**config.mk**
```make
export PLATFORM = sky130hd
export DESIGN_NAME = conversor_bcd_umidade_flat
export DESIGN_NICKNAME = d
export VERILOG_FILES = /design/src/rtl/umni_pkg.sv /design/src/rtl/conversor_bcd_umidade_if.sv /design/src/rtl/ajuste_bcd_digito.sv /design/src/rtl/conversor_bcd_umidade.sv /design/src/flat_wrapper.sv
export SDC_FILE = /design/constraint.sdc
export NUM_CORES = 1
export LEC_CHECK = 0
export CORE_ASPECT_RATIO = 0.6
export CORE_UTILIZATION = 30
export DETAILED_ROUTE_END_ITERATION = 8
export HOLD_SLACK_MARGIN = 0.1
export PLACE_DENSITY = 0.59
export SLEW_MARGIN = 20
export SYNTH_ARGS = -nofsm -noshare
export SYNTH_HDL_FRONTEND = slang
export SYNTH_SLANG_ARGS = --single-unit
```
**constraint.sdc**
```tcl
create_clock -name clock -period 1.9 [get_ports clock]
set_input_delay 0.38 -clock clock [delete_from_list [all_inputs] [get_ports clock]]
set_output_delay 0.38 -clock clock [all_outputs]
set_load 0.01 [all_outputs]
```
**src/rtl/umni_pkg.sv**
```systemverilog
// Shared types and constants for the humidity BCD converter.
package umni_pkg;

  localparam int W_SOMA           = 8;
  localparam int N_DIG_BCD        = 3;
  localparam int MAX_UMIDADE_SOMA = 200;

  typedef enum logic [1:0] {
    OCIOSO,
    CONVERTE,
    PRONTO
  } estado_t;

endpackage

```
**src/rtl/conversor_bcd_umidade_if.sv**
```systemverilog
// Handshake bus between the sensor adder, the BCD converter and the display stage.
interface conversor_bcd_umidade_if import umni_pkg::*; #(
  parameter int W_IN  = W_SOMA,
  parameter int N_DIG = N_DIG_BCD
);

  logic [W_IN-1:0]    entrada;
  logic               entrada_valida;
  logic               entrada_pronta;
  logic [4*N_DIG-1:0] digitos;
  logic               erro_faixa;
  logic               saida_valida;
  logic               saida_aceita;

  modport master (
    output entrada, entrada_valida, saida_aceita,
    input  entrada_pronta, digitos, erro_faixa, saida_valida
  );

  modport slave (
    input  entrada, entrada_valida, saida_aceita,
    output entrada_pronta, digitos, erro_faixa, saida_valida
  );

endinterface

```
**src/rtl/ajuste_bcd_digito.sv**
```systemverilog
// Double-dabble correction for one BCD digit: add 3 when the digit is 5 or more.
module ajuste_bcd_digito (
  input  logic [3:0] din,
  output logic [3:0] dout
);

  always_comb begin
    dout = din;
    if (din >= 4'd5) dout = din + 4'd3;
  end

endmodule

```
**src/rtl/conversor_bcd_umidade.sv**
```systemverilog
// Serial binary-to-BCD converter for the humidity sum, with clamp and valid/ready handshakes.
// Build option: define MEDIA_EN to convert the rounded mean (sum+1)>>1 instead of the clamped sum.
module conversor_bcd_umidade import umni_pkg::*; #(
  parameter int W_IN   = W_SOMA,
  parameter int N_DIG  = N_DIG_BCD,
  parameter int MAX_IN = MAX_UMIDADE_SOMA
) (
  input  logic                    clock,
  input  logic                    reset_n,
  conversor_bcd_umidade_if.slave  bus
);

  localparam int CW = $clog2(W_IN + 1);
  localparam int BW = 4 * N_DIG;
  localparam logic [W_IN-1:0] MAX_V = W_IN'(MAX_IN);

  estado_t          estado_q, estado_d;
  logic [CW-1:0]    cnt_q, cnt_d;
  logic [W_IN-1:0]  v_q, v_d;
  logic [BW-1:0]    bcd_q, bcd_d;
  logic             erro_conv_q, erro_conv_d;
  logic [BW-1:0]    digitos_q, digitos_d;
  logic             erro_q, erro_d;
  logic             valida_q, valida_d;

  logic             acima;
  logic [W_IN-1:0]  limitado;
  logic [W_IN-1:0]  convertido;
  logic [BW-1:0]    bcd_adj;
  logic [BW+W_IN-1:0] deslocado;

  // Clamp first, then the optional averaging on a one-bit-wider intermediate.
  always_comb begin
    acima    = (bus.entrada > MAX_V);
    limitado = acima ? MAX_V : bus.entrada;
  end

`ifdef MEDIA_EN
  logic [W_IN:0] soma_media;
  always_comb begin
    soma_media = {1'b0, limitado} + (W_IN+1)'(1);
    convertido = soma_media[W_IN:1];
  end
`else
  always_comb convertido = limitado;
`endif

  for (genvar g = 0; g < N_DIG; g++) begin : g_ajuste
    ajuste_bcd_digito u_ajuste (
      .din  (bcd_q[4*g +: 4]),
      .dout (bcd_adj[4*g +: 4])
    );
  end

  always_comb deslocado = {bcd_adj, v_q} << 1;

  always_comb begin
    estado_d    = estado_q;
    cnt_d       = cnt_q;
    v_d         = v_q;
    bcd_d       = bcd_q;
    erro_conv_d = erro_conv_q;
    digitos_d   = digitos_q;
    erro_d      = erro_q;
    valida_d    = valida_q;
    case (estado_q)
      OCIOSO: begin
        if (bus.entrada_valida) begin
          v_d         = convertido;
          erro_conv_d = acima;
          bcd_d       = '0;
          cnt_d       = CW'(W_IN);
          estado_d    = CONVERTE;
        end
      end
      CONVERTE: begin
        bcd_d = deslocado[BW+W_IN-1:W_IN];
        v_d   = deslocado[W_IN-1:0];
        cnt_d = cnt_q - CW'(1);
        // Last shift: publish the freshly shifted digits directly.
        if (cnt_q == CW'(1)) begin
          digitos_d = deslocado[BW+W_IN-1:W_IN];
          erro_d    = erro_conv_q;
          valida_d  = 1'b1;
          estado_d  = PRONTO;
        end
      end
      PRONTO: begin
        if (bus.saida_aceita) begin
          valida_d = 1'b0;
          estado_d = OCIOSO;
        end
      end
      default: estado_d = OCIOSO;
    endcase
  end

  always_ff @(posedge clock or negedge reset_n) begin
    if (!reset_n) begin
      estado_q    <= OCIOSO;
      cnt_q       <= '0;
      v_q         <= '0;
      bcd_q       <= '0;
      erro_conv_q <= 1'b0;
      digitos_q   <= '0;
      erro_q      <= 1'b0;
      valida_q    <= 1'b0;
    end else begin
      estado_q    <= estado_d;
      cnt_q       <= cnt_d;
      v_q         <= v_d;
      bcd_q       <= bcd_d;
      erro_conv_q <= erro_conv_d;
      digitos_q   <= digitos_d;
      erro_q      <= erro_d;
      valida_q    <= valida_d;
    end
  end

  assign bus.entrada_pronta = (estado_q == OCIOSO);
  assign bus.digitos        = digitos_q;
  assign bus.erro_faixa     = erro_q;
  assign bus.saida_valida   = valida_q;

endmodule

```
**src/flat_wrapper.sv**
```systemverilog
// flat-port wrapper written by rule: the top's interface ports become plain ports
module conversor_bcd_umidade_flat import umni_pkg::*;
#(
  parameter int W_IN   = W_SOMA,
  parameter int N_DIG  = N_DIG_BCD,
  parameter int MAX_IN = MAX_UMIDADE_SOMA
)
  (clock, reset_n, bus_entrada, bus_entrada_valida, bus_saida_aceita, bus_entrada_pronta, bus_digitos, bus_erro_faixa, bus_saida_valida);
  conversor_bcd_umidade_if #(.W_IN(W_IN), .N_DIG(N_DIG)) bus_i ();
  input  logic clock;
  input  logic reset_n;
  input wire logic [$bits(bus_i.entrada)-1:0] bus_entrada;
  input wire logic [$bits(bus_i.entrada_valida)-1:0] bus_entrada_valida;
  input wire logic [$bits(bus_i.saida_aceita)-1:0] bus_saida_aceita;
  output wire logic [$bits(bus_i.entrada_pronta)-1:0] bus_entrada_pronta;
  output wire logic [$bits(bus_i.digitos)-1:0] bus_digitos;
  output wire logic [$bits(bus_i.erro_faixa)-1:0] bus_erro_faixa;
  output wire logic [$bits(bus_i.saida_valida)-1:0] bus_saida_valida;
  assign bus_i.entrada = bus_entrada;
  assign bus_i.entrada_valida = bus_entrada_valida;
  assign bus_i.saida_aceita = bus_saida_aceita;
  assign bus_entrada_pronta = bus_i.entrada_pronta;
  assign bus_digitos = bus_i.digitos;
  assign bus_erro_faixa = bus_i.erro_faixa;
  assign bus_saida_valida = bus_i.saida_valida;
  conversor_bcd_umidade #(.W_IN(W_IN), .N_DIG(N_DIG), .MAX_IN(MAX_IN)) u_core (.clock(clock), .reset_n(reset_n), .bus(bus_i));
endmodule
```
# Yosys cells after proc, flatten, opt, wreduce, memory -nomap -nowiden
# Index checks and enable logic that the tools add are counted.
# totals
out_inout_bits,15
register_bits,41
inputBits,12
# op_classes
mux,17
eq_ne,6
add_sub_neg,4
reduce_logical,8
magnitude_cmp,4
# ops
operator,n
$pmux 12 s2,1
$mux 8,2
$pmux 8 s2,1
$ge 4x3->1 const B,3
$mux 12,1
$mux 4,3
$add 4x2->4 const B,2
$gt 8x8->1 const B,1
$pmux 4 s2,1
$mux 2,3
$pmux 2 s3,1
$reduce_and 2->1,3
$reduce_and 3->1,2
$eq 4x1->1 const B,1
$ne 2x2->1 const B,2
$reduce_bool 2->1,2
$sub 4x1->4 const B,1
$add 3x2->3 const B,1
$mux 3,1
$eq 2x1->1 const B,1
$eq 2x2->1 const B,1
$logic_not 2->1,1
$mux 1,2
$ne 2x1->1 const B,1
$pmux 1 s2,1

# Longest topological paths before layout
# Gate-level depths: netlist of run 1.
# depth
depth_word,4
ltp_mapped,7

# Hierarchy
# A second synthesis of run 1 with hierarchy kept.
# unflattened
hier_cells,213
hier_area_um2,2135.8
# by_module_without_submodules
module,instances,area_each_um2,cells_per_inst
conversor_bcd_umidade,1,1831.8,165
ajuste_bcd_digito,3,101.3,16

# Worst setup path after synthesis of run 1
# Ideal clock, no wire load.
# synth_timing
kind,reg-to-reg
from,reg u_core.bcd_q[4]
to,"reg u_core.digitos_q[6], in the netlist u_core.bus.digitos[6]"
setup_slack_ns,0.409
arrival_ns,1.366
setup_ns,0.125
stages_incl_launch_ff,7
path_cell_list,dfrtp_1 inv_1 ha_1 nand2b_1 a21oi_1 mux2i_1 mux2_4
# synth_via
elab_chain_cells,2
# synth_rtl
item,line,text
start: declaration,conversor_bcd_umidade.sv:20,"logic [BW-1:0] bcd_q, bcd_d;"
start signal: assignment,conversor_bcd_umidade.sv:103,bcd_q <= '0;
start signal: assignment,conversor_bcd_umidade.sv:112,bcd_q <= bcd_d;
$add 4x2->4 / $ge 4x3->1 (equally long branches),ajuste_bcd_digito.sv:9,if (din >= 4'd5) dout = din + 4'd3;
$mux 4 (*),ajuste_bcd_digito.sv:9,
end signal: assignment,conversor_bcd_umidade.sv:114,digitos_q <= digitos_d;
end: declaration,conversor_bcd_umidade.sv:22,"logic [BW-1:0] digitos_q, digitos_d;"
# Mark *: on every way between the ends. The rest lies on a longest branch, timed or not.
# A chain may end at the register's enable or synchronous reset.

# Worst setup path after layout of run 1
# layout_timing
from,reg u_core.estado_q[0]
to,out bus_entrada_pronta
# layout_via
elab_chain_cells,1
# layout_rtl
item,line,text
start: declaration,conversor_bcd_umidade.sv:17,"estado_t estado_q, estado_d;"
start signal: assignment,conversor_bcd_umidade.sv:109,estado_q <= estado_d;
$logic_not 2->1,conversor_bcd_umidade.sv:120,assign bus.entrada_pronta = (estado_q == OCIOSO);
end: declaration,flat_wrapper.sv:15,output wire logic [$bits(bus_i.entrada_pronta)-1:0] bus_entrada_pronta;
# No other way between the ends.

==> metrics.yaml, run 1 <==
via_per_inst: 4.65
final_common_cell: "dfrtp_1"
cts_tree: "yes"
period_share: 0.966
rows: 22
antenna_cells: 0
place_congestion: 0.821
syn_area_per_cell_um2: 10.3
status: "complete, no violations"
finClkSkew_ns: 0.00553
finalNonFillerCells: 308
grt.overflow.total: 0
rr_startpoint: "u_core.bcd_q[5]"
reg2reg_to: "u_core.bus.digitos[6]"
relSlewSlack: 0.684
hold_viol: 0
clk_pin_slew_worst_paths_ns: 0.08
period_minus_slack_ns: 1.84
postSynthCellCount: 192
firstDrtPassIters: 4
finalWirelength_um: 4010
synth_top_area_frac: 0.518
p_per_area_mw_per_mm2: 1630
grt_use_total: 0.132
syn_nets: 212
finalMaxSlewViolations: 0
yosysSeqAreaShare: 0.518
ys_seq_elements: 41
dp_hpwl_um: 2860
grt_antenna_before_repair: 0
grt_start_max_net_pins: 23
fmax_mhz: 545
worstPathRequired_ns: 1.52
first_iter_violations: 50
grt_pass1_vias: 1405
crit_type: "reg2out"
worstSetupStartpointType: "flop"
final_core_utilization: 0.393
coreArea_mm2: 0.00625
io_pins: 27
start_util: 0.317
port_buffers: 26
drive_above_1_share: 0.116
synth_cell_type_count: 32
die-area_mm2: 0.00694
htree_levels: 2
areaGrowthSynthToFinish_pct: 24.0
final-setup-viol-count: 0
grt_pass1_wl_um: 7070
worstPathArrival_ns: 1.46
fin_setup_tns_ns: 0
hp-start: "u_core.bus.digitos[4]"
holdPathStages: 2
synth_area_leaders: "dfrtp_1 (52%), nand2_1 (5.5%), o21ai_0 (5.3%)"
drc_errors: 0
power_leakage_uw: 0.00112
clock_tree.buffer_depth: 2
die_h_um: 64.9
tightest_slew_ns: 0.474
ant_nets: 0
fillers: 627
num_vias: 1431
ff2ff_path_depth: 6
hold_end: "u_core.bus.digitos[4]"
insertion_delay_ns: 0.29
synth_warnings: 0
numCtsBuffers: 5
postCtsSetupRepairBufs: 0
final_cell_mix: "dfrtp_1 (40), nand2_1 (29), clkdlybuf4s50_1 (25)"
synthesis.area_mm2: 0.00198
final_nets: 243
placed_cells: 299
cts_root_buf: "clkbuf_8"
die_w_um: 107
rsz0062_at_grt: "no"
hold_path_class: "reg2reg"
clock_sinks: 41
irDropWorstVdd_uv: 604
yosysTopAreaCell: "dfrtp_1"
r2r_slack_ns: 0.21
cp_max_fo: 6
wire_per_inst_um: 13.0
cp-end-kind: "output port"
drv_cap: 0
## cells in the mapped netlist
cell      number
dfrtp_1       41
nand2_1       29
o21ai_0       21
a21oi_1        9
inv_1          9
ha_1           8
a22o_1         7
nand3_1        7
nor2_1         7
mux2_4         6
nor3b_1        6
buf_2          5
nand2b_1       5
mux2i_1        4
nor3_1         4
xnor2_1        4
a21o_1         2
a22oi_1        2
a31oi_1        2
o31ai_1        2
a311oi_1       1
and2_0         1
and2b_1        1
buf_4          1
buf_6          1
clkbuf_1       1
mux2_2         1
nand2_2        1
nor4_1         1
o21bai_2       1
o41ai_1        1
or2_2          1
## repair_timing
action                     in CTS  in global routing
hold endpoints to repair       19                  0
gates resized for setup         1                  1
hold buffers                    1                  0
setup endpoints to repair       1                  1
## where the power goes
group	total, uW	switching (uW)	internal [uW]
Combinational	1870	900	968
Sequential	1560	304	1260
Clock	568	314	254
## state kept, by name (all words and copies together), names as in the netlist
signal and flops:
u_core.cnt_q 4, u_core.bus.erro_faixa 1, u_core.bus.saida_valida 1, u_core.estado_q 2
u_core.bus.digitos 12, u_core.erro_conv_q 1, u_core.bcd_q 12, u_core.v_q 8
## cell type report
class | count | area, um^2 | area share
Clock buffer | 5 | 68.8 | 0.0280
Clock inverter | 3 | 17.5 | 0.00713
Inverter | 9 | 33.8 | 0.0138
Multi-Input combinational cell | 134 | 876 | 0.357
Sequential cell | 41 | 1030 | 0.418
Tap cell | 84 | 105 | 0.0428
Timing Repair Buffer | 32 | 328 | 0.133
## cell families after synthesis
family,Yosys count,synth area share
AOI/OAI and AO/OA,48,0.150
buffers and inverters,17,0.0411
muxes,11,0.0714
and+or+nand+nor,63,0.151
adders and majority gates,8,0.0505
DFF,41,0.518
xor gates and xnor gates,4,0.0177
## metal layers
layer  share of wire  GRT usage  wire length, um  vias to the layer above
met5               0          0                0                        -
met3           0.044     0.0423              175                        3
met1            0.57      0.197             2300                      665
met4          0.0042     0.0257               17                        0
met2            0.38      0.185             1520                       34
li1                -          -                -                      729
## worst max-delay path by stage
| stage | startpoint | end | depth (start not counted) |
|---|---|---|---|
| global route | u_core.estado_q[0] | bus_entrada_pronta | 2 |
| floorplan | u_core.bcd_q[4] | u_core.bus.digitos[6] | 6 |
| global placement | bus_entrada[5] | u_core.v_q[3] | 4 |
| CTS | u_core.estado_q[0] | bus_entrada_pronta | 2 |
| finish | u_core.estado_q[0] | bus_entrada_pronta | 2 |
| detailed placement | u_core.bcd_q[5] | u_core.bus.digitos[6] | 6 |
## worst max-delay path, cell delays in order (launching register included)
cell and delay [ns]:
dfrtp_2 0.46, nor2_2 0.15, clkdlybuf4s50_1 0.55
## through the flow
step	setup slack, ns	hold WS, ns	power (uW)	cell area, um^2
finish	0.0641	0.479	4000	2460
global route	0.0155	0.519	4360	2460
CTS	0.0275	0.492	4050	2450
detailed placement	0.202	0.368	3450	2360
global placement	0.243	0.364	3430	2360
floorplan	0.409	0.0844	2800	1980
No activity file was read; power rests on OpenSTA's default activity.
==> inputs of run 2 (changes only) <==
--- a/config.mk
+++ b/config.mk
@@ -5,6 +5,7 @@
 export SDC_FILE = /design/constraint.sdc
 export NUM_CORES = 1
 export LEC_CHECK = 0
+export ABC_AREA = 1
 export CORE_ASPECT_RATIO = 0.6
 export CORE_UTILIZATION = 30
 export DETAILED_ROUTE_END_ITERATION = 8
==> metrics.yaml, run 2 <==
path_delay_family: "buffers and inverters"
postSynthCellCount: 238
areaGrowthSynthToFinish_pct: 22.8
ff2ff_path_depth: 8
worstSetupStartpointType: "flop"
io_pins: 27
final-setup-viol-count: 0
drc_errors: 0
grt.overflow.total: 0
die-area_mm2: 0.00695
period_share: 0.823
power_leakage_uw: 0.00123
first_iter_violations: 112
fillers: 634
fmax_mhz: 640
critical_path.max_stage_delay_ns: 0.53
synth_warnings: 0
finalWorstSetupSlack_ns: 0.336
synth_top_area_frac: 0.517
numCtsBuffers: 5
final_nets: 292
tightest_slew_ns: 0.532
relSlewSlack: 0.646
num_vias: 1652
grt_antenna_before_repair: 0
use_met2: 0.196
synth_edf_count: 0
clock_power_share: 0.142
clock_tree.buffer_depth: 2
cp-end-kind: "output port"
yosysTopAreaCell: "dfrtp_1"
r2r_slack_ns: 0.35
power_frac_seq: 0.386
insertion_delay_ns: 0.29
grt_use_met3: 0.0392
status: "complete, no violations"
ys.flop_type: "dfrtp_1"
p_per_area_mw_per_mm2: 1560
firstDrtPassIters: 5
fin_setup_tns_ns: 0
cp.depth: 1
grt_start_max_net_pins: 42
grt_use_total: 0.138
start_util: 0.318
ant_nets: 0
ys_seq_elements: 41
worstPathArrival_ns: 1.18
antenna_cells: 0
dp_hpwl_um: 2900
finalMaxSlewViolations: 0
rows: 22
cts_root_buf: "clkbuf_8"
die_w_um: 107
cp_max_fo: 2
final_cell_mix: "nand2_1 (81), dfrtp_1 (41), nand3_1 (28)"
critPathBufInv: 1
hold_viol: 0
drv_cap: 0
drive_above_1_share: 0.0549
port_buffers: 26
coreArea_mm2: 0.00625
reg2reg_to: "u_core.bus.digitos[6]"
crit_type: "reg2out"
clock_sinks: 41
rr_startpoint: "u_core.bcd_q[4]"
synth_cell_type_count: 22
htree_levels: 2
synthesis.area_mm2: 0.00198
rsz0062_at_grt: "no"
final_common_cell: "nand2_1"
syn_area_per_cell_um2: 8.34
finalWirelength_um: 4150
irDropWorstVdd_uv: 423
grt_pass1_wl_um: 7310
worstPathRequired_ns: 1.52
period_minus_slack_ns: 1.56
grt-busiest-layer: "met1"
clk_pin_slew_worst_paths_ns: 0.07
hold_path_class: "in2async"
die_h_um: 65
slowest_stage: "clkdlybuf4s50_1"
grt_pass1_vias: 1551
worstPathCellList: "clkdlybuf4s50_1"
crit_path_end: "bus_digitos[0]"
synth.cells.most_frequent: "nand2_1 (81), dfrtp_1 (41), nand3_1 (28)"
async_flop_share: 1.00
yosysSeqAreaShare: 0.517
pre_cts_ws_ns: 0.267
crit_start: "u_core.bus.digitos[0]"
syn_nets: 258
p_int_uw: 2250
synth_area_leaders: "dfrtp_1 (52%), nand2_1 (15%), nand3_1 (7.1%)"
grtUsageMet1: 0.198
wire_per_inst_um: 11.6
place_congestion: 0.786
cts_tree: "yes"
yosysMostFrequentCell: "nand2_1"
power.switching_uw: 1570
swShare: 0.411
finClkSkew_ns: 0.00470
p_comb_frac: 0.472
via_per_inst: 4.63
-- run 2: worst min path at each step --
stage,start,endpoint,slack (ns),cells past startpoint
floorplan,reset_n,u_core.bcd_q[0],0.08,0
global placement,u_core.bus.erro_faixa,u_core.bus.erro_faixa,0.46,2
detailed placement,u_core.bcd_q[1],u_core.bcd_q[1],0.47,2
CTS,reset_n,u_core.bus.digitos[4],0.16,2
global route,reset_n,u_core.bus.digitos[9],0.20,2
finish,reset_n,u_core.bus.digitos[11],0.14,2
-- run 2: final cells by class --
class | instances | area (um^2) | share of cell area
Timing Repair Buffer | 30 | 288 | 0.118
Inverter | 31 | 121 | 0.0498
Multi-Input combinational cell | 163 | 817 | 0.335
Clock buffer | 8 | 80.1 | 0.0329
Sequential cell | 41 | 1030 | 0.421
Tap cell | 84 | 105 | 0.0431
-- run 2: worst reg2reg max path, stage by stage, from the launching register on --
cell and delay (ns):
dfrtp_1 0.45, inv_1 0.11, ha_1 0.17, inv_1 0.06
o21ai_0 0.32, nand2_1 0.12, nand2_1 0.11, nand3_1 0.08
nand2_1 0.07
-- run 2: logic make-up after synthesis --
| kind of cell | count (synthesis) | share of synthesized area |
|---|---|---|
| AOI/OAI and AO/OA | 36 | 0.103 |
| DFF | 41 | 0.517 |
| adders and majority gates | 8 | 0.0504 |
| and+or+nand+nor | 119 | 0.259 |
| buffers and inverters | 34 | 0.0712 |
-- run 2: metal layers --
metal  part of all wire  vias up
li1                   -      844
met1               0.54      770
met2               0.40       30
met3              0.041        8
met4              0.012        0
met5                  0        -
-- run 2: metrics by stage --
stage	util	instance area [um^2]	hold WS, ns	std cells	total power, uW
floorplan	-	1980	0.0844	238	2640
finish	0.390	2440	0.140	357	3810
global placement	0.377	2350	0.462	349	3240
global route	0.390	2440	0.196	357	4200
CTS	0.390	2430	0.165	357	3850
detailed placement	0.377	2350	0.466	349	3280
-- run 2: what timing repair did --
| item | in CTS | in global routing |
|---|---|---|
| hold buffers | 0 | 0 |
| gates resized for setup | 0 | 1 |
| buffers inserted | 0 | 0 |
| endpoints found under the setup margin | 0 | 1 |
-- run 2: power groups by stage --
stage,Combinational (uW),Clock (uW),Sequential [uW]
after detailed placement,1800,0,1480
final,1800,543,1470
after CTS,1810,572,1470
after floorplan,1140,0,1500
after global routing,2070,603,1520
after global placement,1760,0,1480
